**src/rtl/sa_pin_host_if.sv**
```systemverilog
// Pin-level bus between the host sequencer and the systolic-array tile.
// master = host side (drives ui/uio), slave = array side (drives uo/uio_out/uio_oe).
interface sa_pin_host_if;
    logic [7:0] drv_ui;
    logic [7:0] drv_uio;
    logic [7:0] sa_uo;
    logic [7:0] sa_uio_out;
    logic [7:0] sa_uio_oe;

    modport master (output drv_ui, drv_uio, input sa_uo, sa_uio_out, sa_uio_oe);
    modport slave  (input drv_ui, drv_uio, output sa_uo, sa_uio_out, sa_uio_oe);
endinterface

```
**src/rtl/sa_pin_host.sv**
```systemverilog
// Host sequencer: streams A then B into the array, kicks it, then gathers the
// 16-bit result matrix byte by byte with an idle-cycle timeout.
module sa_pin_host #(
    parameter int N       = 2,
    parameter int TIMEOUT = 255
) (
    input  logic                clk,
    input  logic                rst_n,
    input  logic                start,
    input  logic [8*N*N-1:0]    a_flat,
    input  logic [8*N*N-1:0]    b_flat,
    output logic                busy,
    output logic                done,
    output logic                timeout,
    output logic [16*N*N-1:0]   c_flat,
    sa_pin_host_if.master       pins
);
    localparam int E     = N * N;
    localparam int BYTES = 2 * E;
    localparam int IW    = (BYTES > 1) ? $clog2(BYTES) : 1;

    typedef enum logic [2:0] {S_IDLE, S_LOAD, S_KICK, S_WAIT, S_DONE} state_t;

    state_t                 state_q;
    logic [BYTES-1:0][7:0]  ab_q;
    logic [BYTES-1:0][7:0]  c_q;
    logic [IW-1:0]          idx_q;
    logic [IW-1:0]          idx_d;
    logic [15:0]            timer_q;
    logic                   busy_q, done_q, timeout_q;
    logic [7:0]             ui_q, uio_q;

    logic rv, last_idx, tmo_hit;
    logic unused_bits;

    // Bit7 of uio_out only counts when the array actually drives it.
    assign rv       = pins.sa_uio_out[7] & pins.sa_uio_oe[7];
    assign idx_d    = idx_q + IW'(1);
    assign last_idx = (idx_q == IW'(BYTES - 1));
    assign tmo_hit  = (({1'b0, timer_q} + 17'd1) == 17'(TIMEOUT));
    assign unused_bits = ^{pins.sa_uio_out[6:0], pins.sa_uio_oe[6:0]};

    always_ff @(posedge clk or negedge rst_n) begin
        if (!rst_n) begin
            state_q   <= S_IDLE;
            ab_q      <= '0;
            c_q       <= '0;
            idx_q     <= '0;
            timer_q   <= '0;
            busy_q    <= 1'b0;
            done_q    <= 1'b0;
            timeout_q <= 1'b0;
            ui_q      <= '0;
            uio_q     <= '0;
        end else begin
            done_q <= 1'b0;
            case (state_q)
                S_IDLE: if (start) begin
                    ab_q      <= {b_flat, a_flat};
                    c_q       <= '0;
                    timeout_q <= 1'b0;
                    busy_q    <= 1'b1;
                    idx_q     <= '0;
                    ui_q      <= a_flat[7:0];
                    uio_q     <= 8'h01;
                    state_q   <= S_LOAD;
                end
                S_LOAD: if (last_idx) begin
                    ui_q    <= '0;
                    uio_q   <= 8'h02;
                    state_q <= S_KICK;
                end else begin
                    idx_q <= idx_d;
                    ui_q  <= ab_q[idx_d];
                end
                S_KICK: begin
                    uio_q   <= '0;
                    idx_q   <= '0;
                    timer_q <= '0;
                    state_q <= S_WAIT;
                end
                S_WAIT: if (rv) begin
                    // A byte arriving on the expiry cycle still counts.
                    c_q[idx_q] <= pins.sa_uo;
                    idx_q      <= idx_d;
                    timer_q    <= '0;
                    if (last_idx) begin
                        busy_q  <= 1'b0;
                        done_q  <= 1'b1;
                        state_q <= S_DONE;
                    end
                end else if (tmo_hit) begin
                    timeout_q <= 1'b1;
                    busy_q    <= 1'b0;
                    done_q    <= 1'b1;
                    state_q   <= S_DONE;
                end else begin
                    timer_q <= timer_q + 16'd1;
                end
                S_DONE:  state_q <= S_IDLE;
                default: state_q <= S_IDLE;
            endcase
        end
    end

    assign busy         = busy_q;
    assign done         = done_q;
    assign timeout      = timeout_q;
    assign c_flat       = c_q;
    assign pins.drv_ui  = ui_q;
    assign pins.drv_uio = uio_q;
endmodule

```
**src/flat_wrapper.sv**
```systemverilog
// flat-port wrapper written by rule: the top's interface ports become plain ports
module sa_pin_host_flat 
#(
    parameter int N       = 2,
    parameter int TIMEOUT = 255
)
  (clk, rst_n, start, a_flat, b_flat, busy, done, timeout, c_flat, pins_drv_ui, pins_drv_uio, pins_sa_uo, pins_sa_uio_out, pins_sa_uio_oe);
  sa_pin_host_if pins_i ();
  input  logic clk;
  input  logic rst_n;
  input  logic start;
  input  logic [8*N*N-1:0] a_flat;
  input  logic [8*N*N-1:0] b_flat;
  output logic busy;
  output logic done;
  output logic timeout;
  output logic [16*N*N-1:0] c_flat;
  output wire logic [$bits(pins_i.drv_ui)-1:0] pins_drv_ui;
  output wire logic [$bits(pins_i.drv_uio)-1:0] pins_drv_uio;
  input wire logic [$bits(pins_i.sa_uo)-1:0] pins_sa_uo;
  input wire logic [$bits(pins_i.sa_uio_out)-1:0] pins_sa_uio_out;
  input wire logic [$bits(pins_i.sa_uio_oe)-1:0] pins_sa_uio_oe;
  assign pins_drv_ui = pins_i.drv_ui;
  assign pins_drv_uio = pins_i.drv_uio;
  assign pins_i.sa_uo = pins_sa_uo;
  assign pins_i.sa_uio_out = pins_sa_uio_out;
  assign pins_i.sa_uio_oe = pins_sa_uio_oe;
  sa_pin_host #(.N(N), .TIMEOUT(TIMEOUT)) u_core (.clk(clk), .rst_n(rst_n), .start(start), .a_flat(a_flat), .b_flat(b_flat), .busy(busy), .done(done), .timeout(timeout), .c_flat(c_flat), .pins(pins_i));
endmodule
```
**config.mk**
```make
export PLATFORM = sky130hd
export DESIGN_NAME = sa_pin_host_flat
export DESIGN_NICKNAME = d
export VERILOG_FILES = /design/src/rtl/sa_pin_host_if.sv /design/src/rtl/sa_pin_host.sv /design/src/flat_wrapper.sv
export SDC_FILE = /design/constraint.sdc
export NUM_CORES = 1
export LEC_CHECK = 0
export BUFFER_PORTS_ARGS = -buffer_cell sky130_fd_sc_hd__buf_4
export CORE_AREA = 2 2 161 163
export CTS_CLUSTER_SIZE = 25
export DETAILED_ROUTE_END_ITERATION = 16
export DIE_AREA = 0 0 163 165
export PLACE_DENSITY = 0.58
export SLEW_MARGIN = 20
export SYNTH_ARGS = -nofsm -noshare
export SYNTH_HDL_FRONTEND = slang
export SYNTH_SLANG_ARGS = --single-unit
```
**constraint.sdc**
```tcl
create_clock -name clk -period 3.08 [get_ports clk]
set_clock_uncertainty 0.1 [all_clocks]
set_input_delay 0.77 -clock clk [delete_from_list [all_inputs] [get_ports clk]]
set_output_delay 0.77 -clock clk [all_outputs]
set_load 0.01 [all_outputs]
```
* Yosys cells after proc, flatten, opt, wreduce, memory -nomap -nowiden *
Cells that the tools add are included.

storage, ports and cells
  bits in registers = 169
  bits of input ports = 91
  output and inout bits = 83
  logic and storage cells = 101

cells by class
  $add $sub $neg = 3
  $lt $le $gt $ge = 3
  equality and inequality tests = 14
  mux-type cells = 40
  bitwise logic cells = 1
  reductions and logical operators = 16

operators by type and width
  cell                                                                           count
  64-bit two-way mux                                                             2
  64-bit one-hot mux with 2 select lines                                         1
  64-bit bitwise mux                                                             1
  8-bit two-way mux                                                              6
  16-bit two-way mux                                                             2
  16-bit one-hot mux with 2 select lines                                         1
  8-bit binary-select mux with 3-bit select                                      1
  8-bit demux with 3-bit select                                                  1
  3-bit two-way mux                                                              8
  3-bit one-hot mux with 4 select lines                                          2
  8-bit one-hot mux with 3 select lines                                          1
  16-bit by 1-bit adder with 17-bit output (second input constant)               1
  17-bit by 8-bit equality test with 1-bit output (second input constant)        1
  16-bit by 1-bit adder with 16-bit output (second input constant)               1
  8-bit one-hot mux with 2 select lines                                          1
  4-bit AND reduction                                                            4
  1-bit two-way mux                                                              11
  3-bit by 4-bit less-than comparator with 1-bit output (second input constant)  2
  3-bit by 2-bit equality test with 1-bit output (second input constant)         2
  2-bit by 1-bit inequality test with 1-bit output (second input constant)       3
  2-bit inequality test (second input constant)                                  3
  2-bit AND reduction                                                            3
  3-bit AND reduction                                                            2
  2-bit nonzero test                                                             3
  13 further kinds                                                               14

* Longest topological paths before layout *
Gate-level depths: netlist (run 1).

  depth after elaboration = 7
  gate-level depth with buffers = 9
  gate-level depth less buffers = 8

* Least setup slack after synthesis (run 1) *
OpenSTA, ideal clock, no wires.

  path kind = reg2reg
  start point = reg u_core.idx_q[0]
  end point = reg u_core.ui_q[1] (netlist: u_core.pins.drv_ui[1])
  library setup time = 136 ps
  data arrival time = 1875 ps
  required time = 2844 ps
  path slack = 969 ps
  cell stages (with the launch flop) = 9
  buffers on the path = 2
  period minus slack after synthesis = 2111 ps
  cells stage by stage = dfrtp_1 ha_1 clkbuf_1 buf_1 mux4_2 mux2i_1 nor2_1 nand2_1 o21ai_0

on the way
  longest elaborated chain between the ends = 5
  elaborated cells on any way between the ends = 6
  classes of those cells = add/sub: 1; eq/ne: 1; mux: 4

ends and longest elaborated chain
  item                                       RTL line           text
  from (decl)                                sa_pin_host.sv:27  logic [IW-1:0] idx_q;
  from (signal assigned)                     sa_pin_host.sv:73  idx_q <= idx_d;
  from (signal assigned)                     sa_pin_host.sv:85  idx_q <= idx_d;
  3-bit by 1-bit adder with 3-bit output     sa_pin_host.sv:38  assign idx_d = idx_q + IW'(1);
  8-bit binary-select mux with 3-bit select  sa_pin_host.sv:74  ui_q <= ab_q[idx_d];
  8-bit two-way mux (not written as such)    sa_pin_host.sv:74
  8-bit two-way mux *                        sa_pin_host.sv:68  S_LOAD: if (last_idx) begin
  8-bit one-hot mux with 2 select lines *    sa_pin_host.sv:57  case (state_q)
  to (signal assigned)                       sa_pin_host.sv:64  ui_q <= a_flat[7:0];
  to (signal assigned)                       sa_pin_host.sv:74
  to (decl)                                  sa_pin_host.sv:31  logic [7:0] ui_q, uio_q;

Every way passes the cells marked *; elsewhere a longest branch is shown, timed or not. The select of a mux whose other input is x is not followed.
A chain may end at the register's enable or synchronous reset.

* Worst setup path in the final report (run 1) *
  start point = reg u_core.timer_q[1]
  end point = reg u_core.timer_q[15]

on the way
  longest elaborated chain between the ends = 4
  elaborated cells on any way between the ends = 8
  classes of those cells = add/sub: 2; eq/ne: 2; mux: 3; reduce/logical: 1

ends and longest elaborated chain
  item                                                                                                  RTL line                              text
  from (decl)                                                                                           sa_pin_host.sv:29                     logic [15:0] timer_q;
  from (signal assigned)                                                                                sa_pin_host.sv:98                     timer_q <= timer_q + 16'd1;
  16-bit by 1-bit adder with 17-bit output or 16-bit by 1-bit adder with 16-bit output (tied branches)  sa_pin_host.sv:40, sa_pin_host.sv:98
  17-bit by 8-bit equality test with 1-bit output or 16-bit two-way mux (tied branches)                 sa_pin_host.sv:40, sa_pin_host.sv:92
  3-bit by 2-bit inequality test with 1-bit output (no line) or 16-bit two-way mux (tied branches)      --
  2-bit AND reduction (no line) or 16-bit one-hot mux with 2 select lines (tied branches)               --

Parallel ways exist; a longest one is shown, timed or not. The select of a mux whose other input is x is not followed.

==> flow_summary_export.csv, run 1 <==
group,metric,value,unit
placed_design,dpl_cell_area,0.008956,mm2
finish,drive_gt1_share,25.75,%
clock_tree,cts_sinks,163,
clock_tree,cts_buffers,17,
finish,final_cell_area,0.009532,mm2
sta,worst_slack,506.6,ps
worst_setup_path,slowest_delay,450,ps
floorplan,io-pin-count,174,
finish,layout.area.seq,0.004079,mm2
placed_design,io_buffers,153,
clock_tree,cts_setup_buffers,0,
logic_synthesis,postSynthAreaPerCell,9.905,um2
sta,whs,219.5,ps
worst_setup_path,path_max_fanout,7,
logic_synthesis,synth_top_flop_cell,"dfrtp_1",
clock_tree,cts.path.max_buffers,2,
global_route,grt_max_degree,122,
floorplan,die_area,0.02690,mm2
global_route,gr-usage-all-layers,15.48,%
sta,tightest_slew,720.3,ps
sta,min_period,2573,ps
sta,finalCritPeriodShare,83.55,%
worst_setup_path,crit_required,3320,ps
logic_synthesis,yosys_warnings,0,
worst_setup_path,critPathTopFamily,"simple AND/OR/NAND/NOR gates",
sta,drv_slew,0,
floorplan,die-width,163,um
global_route,grt_pass1_wl,32060,um
placed_design,gp_congestion,0.7638,
routing,num_vias,5801,
routing,wirelength,20250,um
placed_design,dp_cells,1203,
routing,drt_iter0_drc,276,
sta,rsz0062_at_grt,"false",
finish,fin_cells,1235,
clock_tree,htreeDepth,4,
clock_tree,cts_hold_buf,0,
finish,layout_common_cells,"nand2_1 (269), dfrtp_1 (163), buf_4 (160)",
clock_tree,clk_pin_slew,70,ps
logic_synthesis,synth_edf_count,0,
floorplan,start_util,29.75,%
logic_synthesis,synth-async-reset-ratio,100.0,%
logic_synthesis,ys_seq_area_share,54.76,%
logic_synthesis,syn_inst,752,
routing,via_per_inst,4.697,
logic_synthesis,synth_cell_type_count,53,
logic_synthesis,synth.ff_latch_count,163,
pwr,total_power,8.356,mW
sta,timing.final.setup_violations,0,
worst_setup_path,end_kind,"flop",
routing,post_drt_wl_per_cell,16.40,um
sta,hold_viol_final,0,
worst_setup_path,cp_slowest_cell,"dfrtp_1",
floorplan,die_h,165,um
worst_setup_path,crit_chain,"ha_1, nand3_1, nor3_2, mux2i_1, nand3_4, o21bai_1, o2bb2ai_1",
worst_setup_path,critPathLaunchType,"flop",
clock_tree,clock_latency,430,ps
finish,post-route-util,38.07,%
worst_setup_path,arrival,2820,ps
sta,setup_tns,0,ps
pwr,p_leak,4.566,nW
floorplan,core_area,0.02504,mm2
placed_design,dp_slack,563.2,ps
routing,ant_nets,0,
global_route,grt_pass1_vias,5806,
logic_synthesis,syn-cell-area,0.007448,mm2
outcome,status,"completed",
clock_tree,clockRootBuffer,"clkbuf_16",
global_route,antenna_found_initial,0,
worst_setup_path,cp.buffers_inverters,0,
pwr,ir_drop,404.1,uV
finish,fillCellCount,2527,
worst_setup_path,worstSetupPathType,"reg2reg",
pwr,power_density,876.7,mW/mm2
finish,fin_nets,987,
clock_tree,postCtsResizedCells,0,
routing,first_pass_iters,7,
placed_design,dp_hpwl,13780,um
finish,final_common_cell,"nand2_1",
global_route,gr-total-overflow,0,
sta,maxSlewHeadroom,51.98,%
worst_hold_path,hp-class,"in2async",
sta,fmaxAchievable,388.6,MHz
finish,num_antenna_cells,0,
run,max_cap_violations,0,
finish,multi_input_area,0.003153,mm2
finish,area_growth,27.97,%
floorplan,num_rows,58,
clock_tree,cts_tree,"built",
routing,drcViolationCount,0,
[registers in the layout (all words and copies together), names as in the netlist]
signal               flops
u_core.ab_q             64
u_core.busy              1
u_core.c_flat           64
u_core.done              1
u_core.idx_q             3
u_core.pins.drv_ui       8
u_core.pins.drv_uio      2
u_core.state_q           3
u_core.timeout           1
u_core.timer_q          16
[routing by layer]
layer | vias up | wire length (um) | track usage [%]
met5 | - | 0 | 0
met4 | 0 | 358 | 5.189
met3 | 25 | 614 | 3.064
met2 | 103 | 9681 | 24.36
met1 | 2875 | 9596 | 21.41
li1 | 2798 | - | -
[Yosys cell counts, drive strengths merged (2+ instances only)]
master	number	area share (%)
a21o	2	0.20
a21oi	15	1.0
a31oi	2	0.17
and3	5	0.42
buf	25	1.8
clkbuf	24	1.2
dfrtp	163	55
ha	4	0.67
inv	5	0.25
mux2i	49	6.6
mux4	16	4.8
nand2	271	14
nand2b	3	0.29
nand3	33	2.4
nand4	7	0.99
nor2	27	1.4
nor2b	4	0.44
nor3	7	0.84
nor4	4	0.50
nor4b	2	0.24
o211ai	2	0.20
o21ai	58	4.0
o2bb2ai	2	0.24
o31ai	3	0.37
o41ai	3	0.66
xnor2	4	0.47
[cell families (layout without fill, tap and decap cells)]
family	Yosys count	count (layout)	synth area share, %
muxes	65	65	11.42
and+or+nand+nor	368	368	21.77
buffers and inverters	54	202	3.242
AOI/OAI and AO/OA	92	92	7.492
DFF	163	163	54.76
other	1	6	0.05035
adders and majority gates	4	4	0.6720
xor gates and xnor gates	5	5	0.5879
[path summary, 6_finish.rpt]
check                                               from                              to  slack, ps  cells after the start
max                        u_core.timer_q[1]$_DFFE_PN0P_  u_core.timer_q[15]$_DFFE_PN0P_        510                      7
min                                                rst_n     u_core.ab_q[48]$_DFFE_PN0P_        220                      1
max reg2reg                u_core.timer_q[1]$_DFFE_PN0P_  u_core.timer_q[15]$_DFFE_PN0P_        510                      7
min reg2reg                  u_core.ab_q[19]$_DFFE_PN0P_     u_core.ab_q[19]$_DFFE_PN0P_        370                      2
max in group asynchronous                          rst_n   u_core.state_q[0]$_DFFE_PN0P_       1950                      2
min in group clk             u_core.ab_q[19]$_DFFE_PN0P_     u_core.ab_q[19]$_DFFE_PN0P_        370                      2
[area by class of cell]
class / instances / share of cell area (%)
timing repair buffer: 165 / 13.56
clock inverter: 13 / 1.286
tap: 330 / 4.332
clock buffer: 19 / 4.752
sequential: 163 / 42.79
inverter: 5 / 0.1969
multi-input combinational: 540 / 33.08
[worst reg2reg max path, delay by kind of cell, from the launching register on]
family	cells	cell delay (ps)
compound gates	2	500
fa+ha+maj	1	280
flops	1	450
mux	1	440
simple gates	3	730
[where the power goes]
group | leakage (nW) | internal [mW] | switching [mW] | total [mW]
clock | 0.285 | 1.17 | 0.912 | 2.08
sequential | 2.15 | 2.80 | 0.457 | 3.26
combinational | 2.13 | 1.35 | 1.67 | 3.01
total | 4.57 | 5.32 | 3.04 | 8.36
Power figures use the tool's default switching activity.
==> run 2, diff against run 1 <==
clock period = 2.4 ns   (was 3.08 ns; I/O delays follow)
==> flow_summary_export.csv, run 2 (synthesis results as in run 1) <==
group,metric,value,unit
worst_setup_path,r2r-start,"u_core.timer_q[0]$_DFFE_PN0P_",
worst_setup_path,critPathTopFamily,"simple AND/OR/NAND/NOR gates",
floorplan,io-pin-count,174,
sta,tightest_slew,610.6,ps
routing,wirelength,20240,um
clock_tree,cts_hold_buf,0,
worst_setup_path,critPathLaunchType,"flop",
finish,fin_nets,1007,
floorplan,die-width,163,um
clock_tree,clk_pin_slew,60,ps
run,max_cap_violations,0,
clock_tree,cts_sinks,163,
finish,layout_common_cells,"nand2_1 (269), buf_4 (178), dfrtp_1 (163)",
clock_tree,htreeDepth,4,
outcome,status,"completed",
pwr,ir_drop,441.3,uV
worst_setup_path,ff2ff_setup_slack,270,ps
sta,setup_tns,0,ps
worst_setup_path,path_max_fanout,6,
global_route,gr-usage-all-layers,15.77,%
worst_setup_path,slowest_delay,440,ps
global_route,antenna_found_initial,0,
floorplan,num_rows,58,
floorplan,core_area,0.02504,mm2
clock_tree,postCtsResizedCells,0,
finish,drive_gt1_share,27.24,%
global_route,grt_pass1_wl,32640,um
routing,first_pass_iters,4,
placed_design,gp_congestion,0.7555,
floorplan,die_area,0.02690,mm2
routing,post_drt_wl_per_cell,16.13,um
finish,multi_input_area,0.003153,mm2
routing,drcViolationCount,0,
sta,maxSlewHeadroom,59.29,%
pwr,p_leak,4.683,nW
sta,whs,2.379,ps
finish,layout.area.seq,0.004079,mm2
clock_tree,cts_tree,"built",
global_route,gr-total-overflow,0,
finish,final_common_cell,"nand2_1",
clock_tree,clock_latency,430,ps
floorplan,start_util,29.75,%
clock_tree,cts_setup_buffers,0,
sta,hold_viol_final,0,
worst_hold_path,hp-class,"in2async",
placed_design,dp_hpwl,14000,um
worst_setup_path,worstSetupPathType,"reg2reg",
sta,timing.final.setup_violations,0,
worst_setup_path,end_kind,"flop",
worst_setup_path,crit_chain,"ha_1, buf_4, xnor2_1, nor4_2, nand3_4, o21bai_1, a21bo_1",
sta,min_period,2133,ps
clock_tree,clockRootBuffer,"clkbuf_16",
floorplan,die_h,165,um
worst_setup_path,crit_path_start,"u_core.timer_q[0]$_DFFE_PN0P_",
sta,drv_slew,0,
global_route,grt_pass1_vias,5878,
routing,drt_iter0_drc,315,
clock_tree,cts.path.max_buffers,2,
finish,area_growth,30.93,%
clock_tree,cts_buffers,17,
routing,ant_nets,0,
pwr,power_density,1123,mW/mm2
worst_setup_path,crit_required,2660,ps
finish,num_antenna_cells,0,
routing,num_vias,5850,
routing,via_per_inst,4.661,
worst_setup_path,cp.buffers_inverters,1,
worst_setup_path,cp_slowest_cell,"dfrtp_1",
worst_setup_path,arrival,2390,ps
finish,fillCellCount,2510,
placed_design,io_buffers,153,
sta,rsz0062_at_grt,"false",
sta,fmaxAchievable,468.9,MHz
sta,finalCritPeriodShare,88.87,%
finish,post-route-util,38.95,%
global_route,grt_max_degree,122,
## run 2: changes by cell type in the layout (fill, tap and decap cells not counted), moves of 2 or more
cell	before	now
buf_4	160	178
inv_6	5	2
buf_12	4	6
bufinv_16	1	3
## run 2: per-stage QoR
| step | cells | setup slack [ps] | area [um2] | power (mW) |
|---|---|---|---|---|
| finish | 1255 | 267.2 | 9752 | 10.96 |
| global route | 1255 | 65.29 | 9752 | 11.73 |
| CTS | 1255 | 249.1 | 9752 | 11.13 |
| detailed placement | 1223 | 248.8 | 9131 | 8.177 |
| global placement | 1223 | 252.2 | 9131 | 8.103 |
| floorplan | 757 | 288.7 | 7467 | 6.569 |
## run 2: worst paths after layout
| kind | endpoint | depth (start not counted) |
|---|---|---|
| max in group asynchronous | u_core.pins.drv_ui[3]$_DFFE_PN0P_ | 2 |
| worst max-delay path | u_core.timer_q[0]$_DFFE_PN0P_ | 7 |
| worst max register to register | u_core.timer_q[0]$_DFFE_PN0P_ | 7 |
| worst min register to register | u_core.ab_q[56]$_DFFE_PN0P_ | 2 |
| min in group clk | u_core.ab_q[53]$_DFFE_PN0P_ | 3 |
| worst min-delay path | u_core.ab_q[58]$_DFFE_PN0P_ | 1 |
## run 2: power by group
group,internal [mW],switching (mW)
logic,1.78,2.16
registers,3.60,0.518
clock network,1.73,1.17
## run 2: routing by layer
metal	vias to the layer above	GRT usage, %	wire [um]
li1	2848	-	-
met1	2849	21.63	9437
met2	130	25.08	9737
met3	23	2.662	665
met4	0	5.953	399
met5	-	0	0
## run 2: area by class of cell
class	count	area share, %
Multi-Input combinational cell	540	32.33
Sequential cell	163	41.83
Clock buffer	21	4.824
Tap cell	330	4.234
Clock inverter	11	1.540
Inverter	5	0.1925
Timing Repair Buffer	185	15.05
==> run 3, diff against run 2 <==
SLEW_MARGIN = unset   (was 20)
clock period = 2.03 ns   (was 2.4 ns; I/O delays follow)
==> flow_summary_export.csv, run 3 (synthesis results as in run 1) <==
group,metric,value,unit
outcome,status,"completed",
floorplan,start_util,29.75,%
clock_tree,clk_pin_slew,70,ps
finish,final_common_cell,"nand2_1",
sta,worst_slack,56.69,ps
placed_design,dp_hpwl,14230,um
sta,maxSlewHeadroom,60.55,%
sta,hold_viol_final,0,
sta,tightest_slew,591.7,ps
floorplan,io-pin-count,174,
placed_design,gp_congestion,0.7601,
clock_tree,cts_tree,"built",
global_route,antenna_found_initial,0,
global_route,gr-usage-all-layers,15.65,%
routing,num_vias,5907,
worst_setup_path,critPathLaunchType,"flop",
worst_setup_path,path_max_fanout,7,
worst_hold_path,hp-class,"in2reg",
routing,drcViolationCount,0,
run,max_cap_violations,0,
routing,wirelength,20410,um
finish,drive_gt1_share,30.82,%
pwr,power_density,1295,mW/mm2
global_route,grt_pass1_wl,32290,um
global_route,gr-total-overflow,0,
placed_design,dp_slack,-10.91,ps
floorplan,num_rows,58,
routing,first_pass_iters,4,
worst_setup_path,ff2ff_setup_slack,60,ps
finish,layout_common_cells,"nand2_1 (269), buf_4 (201), dfrtp_1 (161)",
sta,finalCritPeriodShare,97.21,%
floorplan,core_area,0.02504,mm2
routing,ant_nets,0,
clock_tree,clock_latency,420,ps
global_route,grt_pass1_vias,5887,
worst_setup_path,arrival,2180,ps
worst_setup_path,crit_chain,"inv_2, ha_1, nor4b_2, nand2_1, nor4_2, buf_4, nand3_4, nand3_2, a21bo_1",
worst_setup_path,critPathTopFamily,"simple AND/OR/NAND/NOR gates",
sta,timing.final.setup_violations,0,
floorplan,die_h,165,um
worst_setup_path,cp_slowest_cell,"dfrtp_2",
finish,area_growth,35.28,%
clock_tree,cts.path.max_buffers,2,
sta,min_period,1973,ps
placed_design,dpl_cell_area,0.009417,mm2
worst_setup_path,end_kind,"flop",
floorplan,die-width,163,um
clock_tree,cts_sinks,163,
routing,drt_iter0_drc,369,
clock_tree,cts_buffers,17,
worst_setup_path,worstSetupPathType,"reg2reg",
floorplan,die_area,0.02690,mm2
finish,fin_nets,1036,
routing,post_drt_wl_per_cell,15.90,um
clock_tree,clockRootBuffer,"clkbuf_16",
sta,drv_slew,0,
sta,rsz0062_at_grt,"true",
clock_tree,htreeDepth,4,
sta,fmaxAchievable,506.8,MHz
pwr,ir_drop,554.6,uV
finish,final_cell_area,0.01008,mm2
worst_setup_path,slowest_delay,450,ps
pwr,p_leak,4.865,nW
routing,via_per_inst,4.600,
worst_setup_path,cp.buffers_inverters,2,
global_route,grt_max_degree,122,
worst_setup_path,crit_required,2240,ps
placed_design,io_buffers,153,
sta,setup_tns,0,ps
finish,num_antenna_cells,0,
run 3: cell types whose count changed in the layout (fill, tap and decap cells not counted), sizes merged:
| cell | change |
|---|---|
| bufinv | -2 |
| inv | +1 |
| dlygate4sd3 | +1 |
| clkbuf | -1 |
| clkinv | +1 |
| buf | +28 |
| clkinvlp | +1 |
run 3: timing repair:
action,in CTS,in global routing
hold endpoints to repair,20,0
pin swaps,1,4
hold buffers,1,0
endpoints found under the setup margin,5,16
buffers inserted,0,1
resized for setup,4,8
run 3: where the power goes:
group | total [mW] | internal [mW] | switching (mW)
sequential | 4.86 | 4.26 | 0.597
combinational | 4.98 | 2.33 | 2.65
clock | 3.21 | 1.81 | 1.40
total | 13.0 | 8.40 | 4.65
run 3: worst reg2reg max path, cell delays in order, from the launching register on:
cell and delay [ps]:
dfrtp_2 450, inv_2 80, ha_1 160, nor4b_2 230
nand2_1 110, nor4_2 140, buf_4 160, nand3_4 130
nand3_2 100, a21bo_1 210
run 3: layout make-up:
type / instances / area, um2
Inverter: 5 / 18.77
Clock buffer: 20 / 466.7
Sequential cell: 163 / 4081
Fill cell: 2533 / 14960
Clock inverter: 12 / 121.4
Tap cell: 330 / 412.9
Timing Repair Buffer: 214 / 1742
Multi-Input combinational cell: 540 / 3233
run 3: stage by stage:
stage | std cells | utilization [%] | hold slack, ps | total power [mW]
3_5_place_dp | 1250 | 37.61 | 292.3 | 9.948
6_report | 1284 | 40.24 | 173.3 | 13.05
5_1_grt | 1284 | 40.24 | 156.2 | 13.99
2_1_floorplan | 757 | - | 111.9 | 7.796
4_1_cts | 1283 | 40.06 | 155.5 | 13.22
3_3_place_gp | 1250 | 37.61 | 293.0 | 9.848
run 3: path summary, 6_finish.rpt:
path | start | endpoint | cells past startpoint
worst max-delay path | u_core.timer_q[0]$_DFFE_PN0P_ | u_core.timer_q[0]$_DFFE_PN0P_ | 9
min in group asynchronous | rst_n | u_core.ab_q[14]$_DFFE_PN0P_ | 2
worst min-delay path | b_flat[26] | u_core.ab_q[58]$_DFFE_PN0P_ | 3
worst max register to register | u_core.timer_q[0]$_DFFE_PN0P_ | u_core.timer_q[0]$_DFFE_PN0P_ | 9
max in group asynchronous | rst_n | u_core.timer_q[11]$_DFFE_PN0P_ | 3
worst min register to register | u_core.ab_q[44]$_DFFE_PN0P_ | u_core.ab_q[44]$_DFFE_PN0P_ | 2
run 3: metal layers:
metal	vias to the layer above	wire (um)	global-route usage, %	part of all wire [%]
li1	2900	-	-	-
met2	110	9892	24.92	48
met1	2881	9554	21.77	47
met4	0	258	4.626	1.3
met3	16	706	2.938	3.5
met5	-	0	0	0
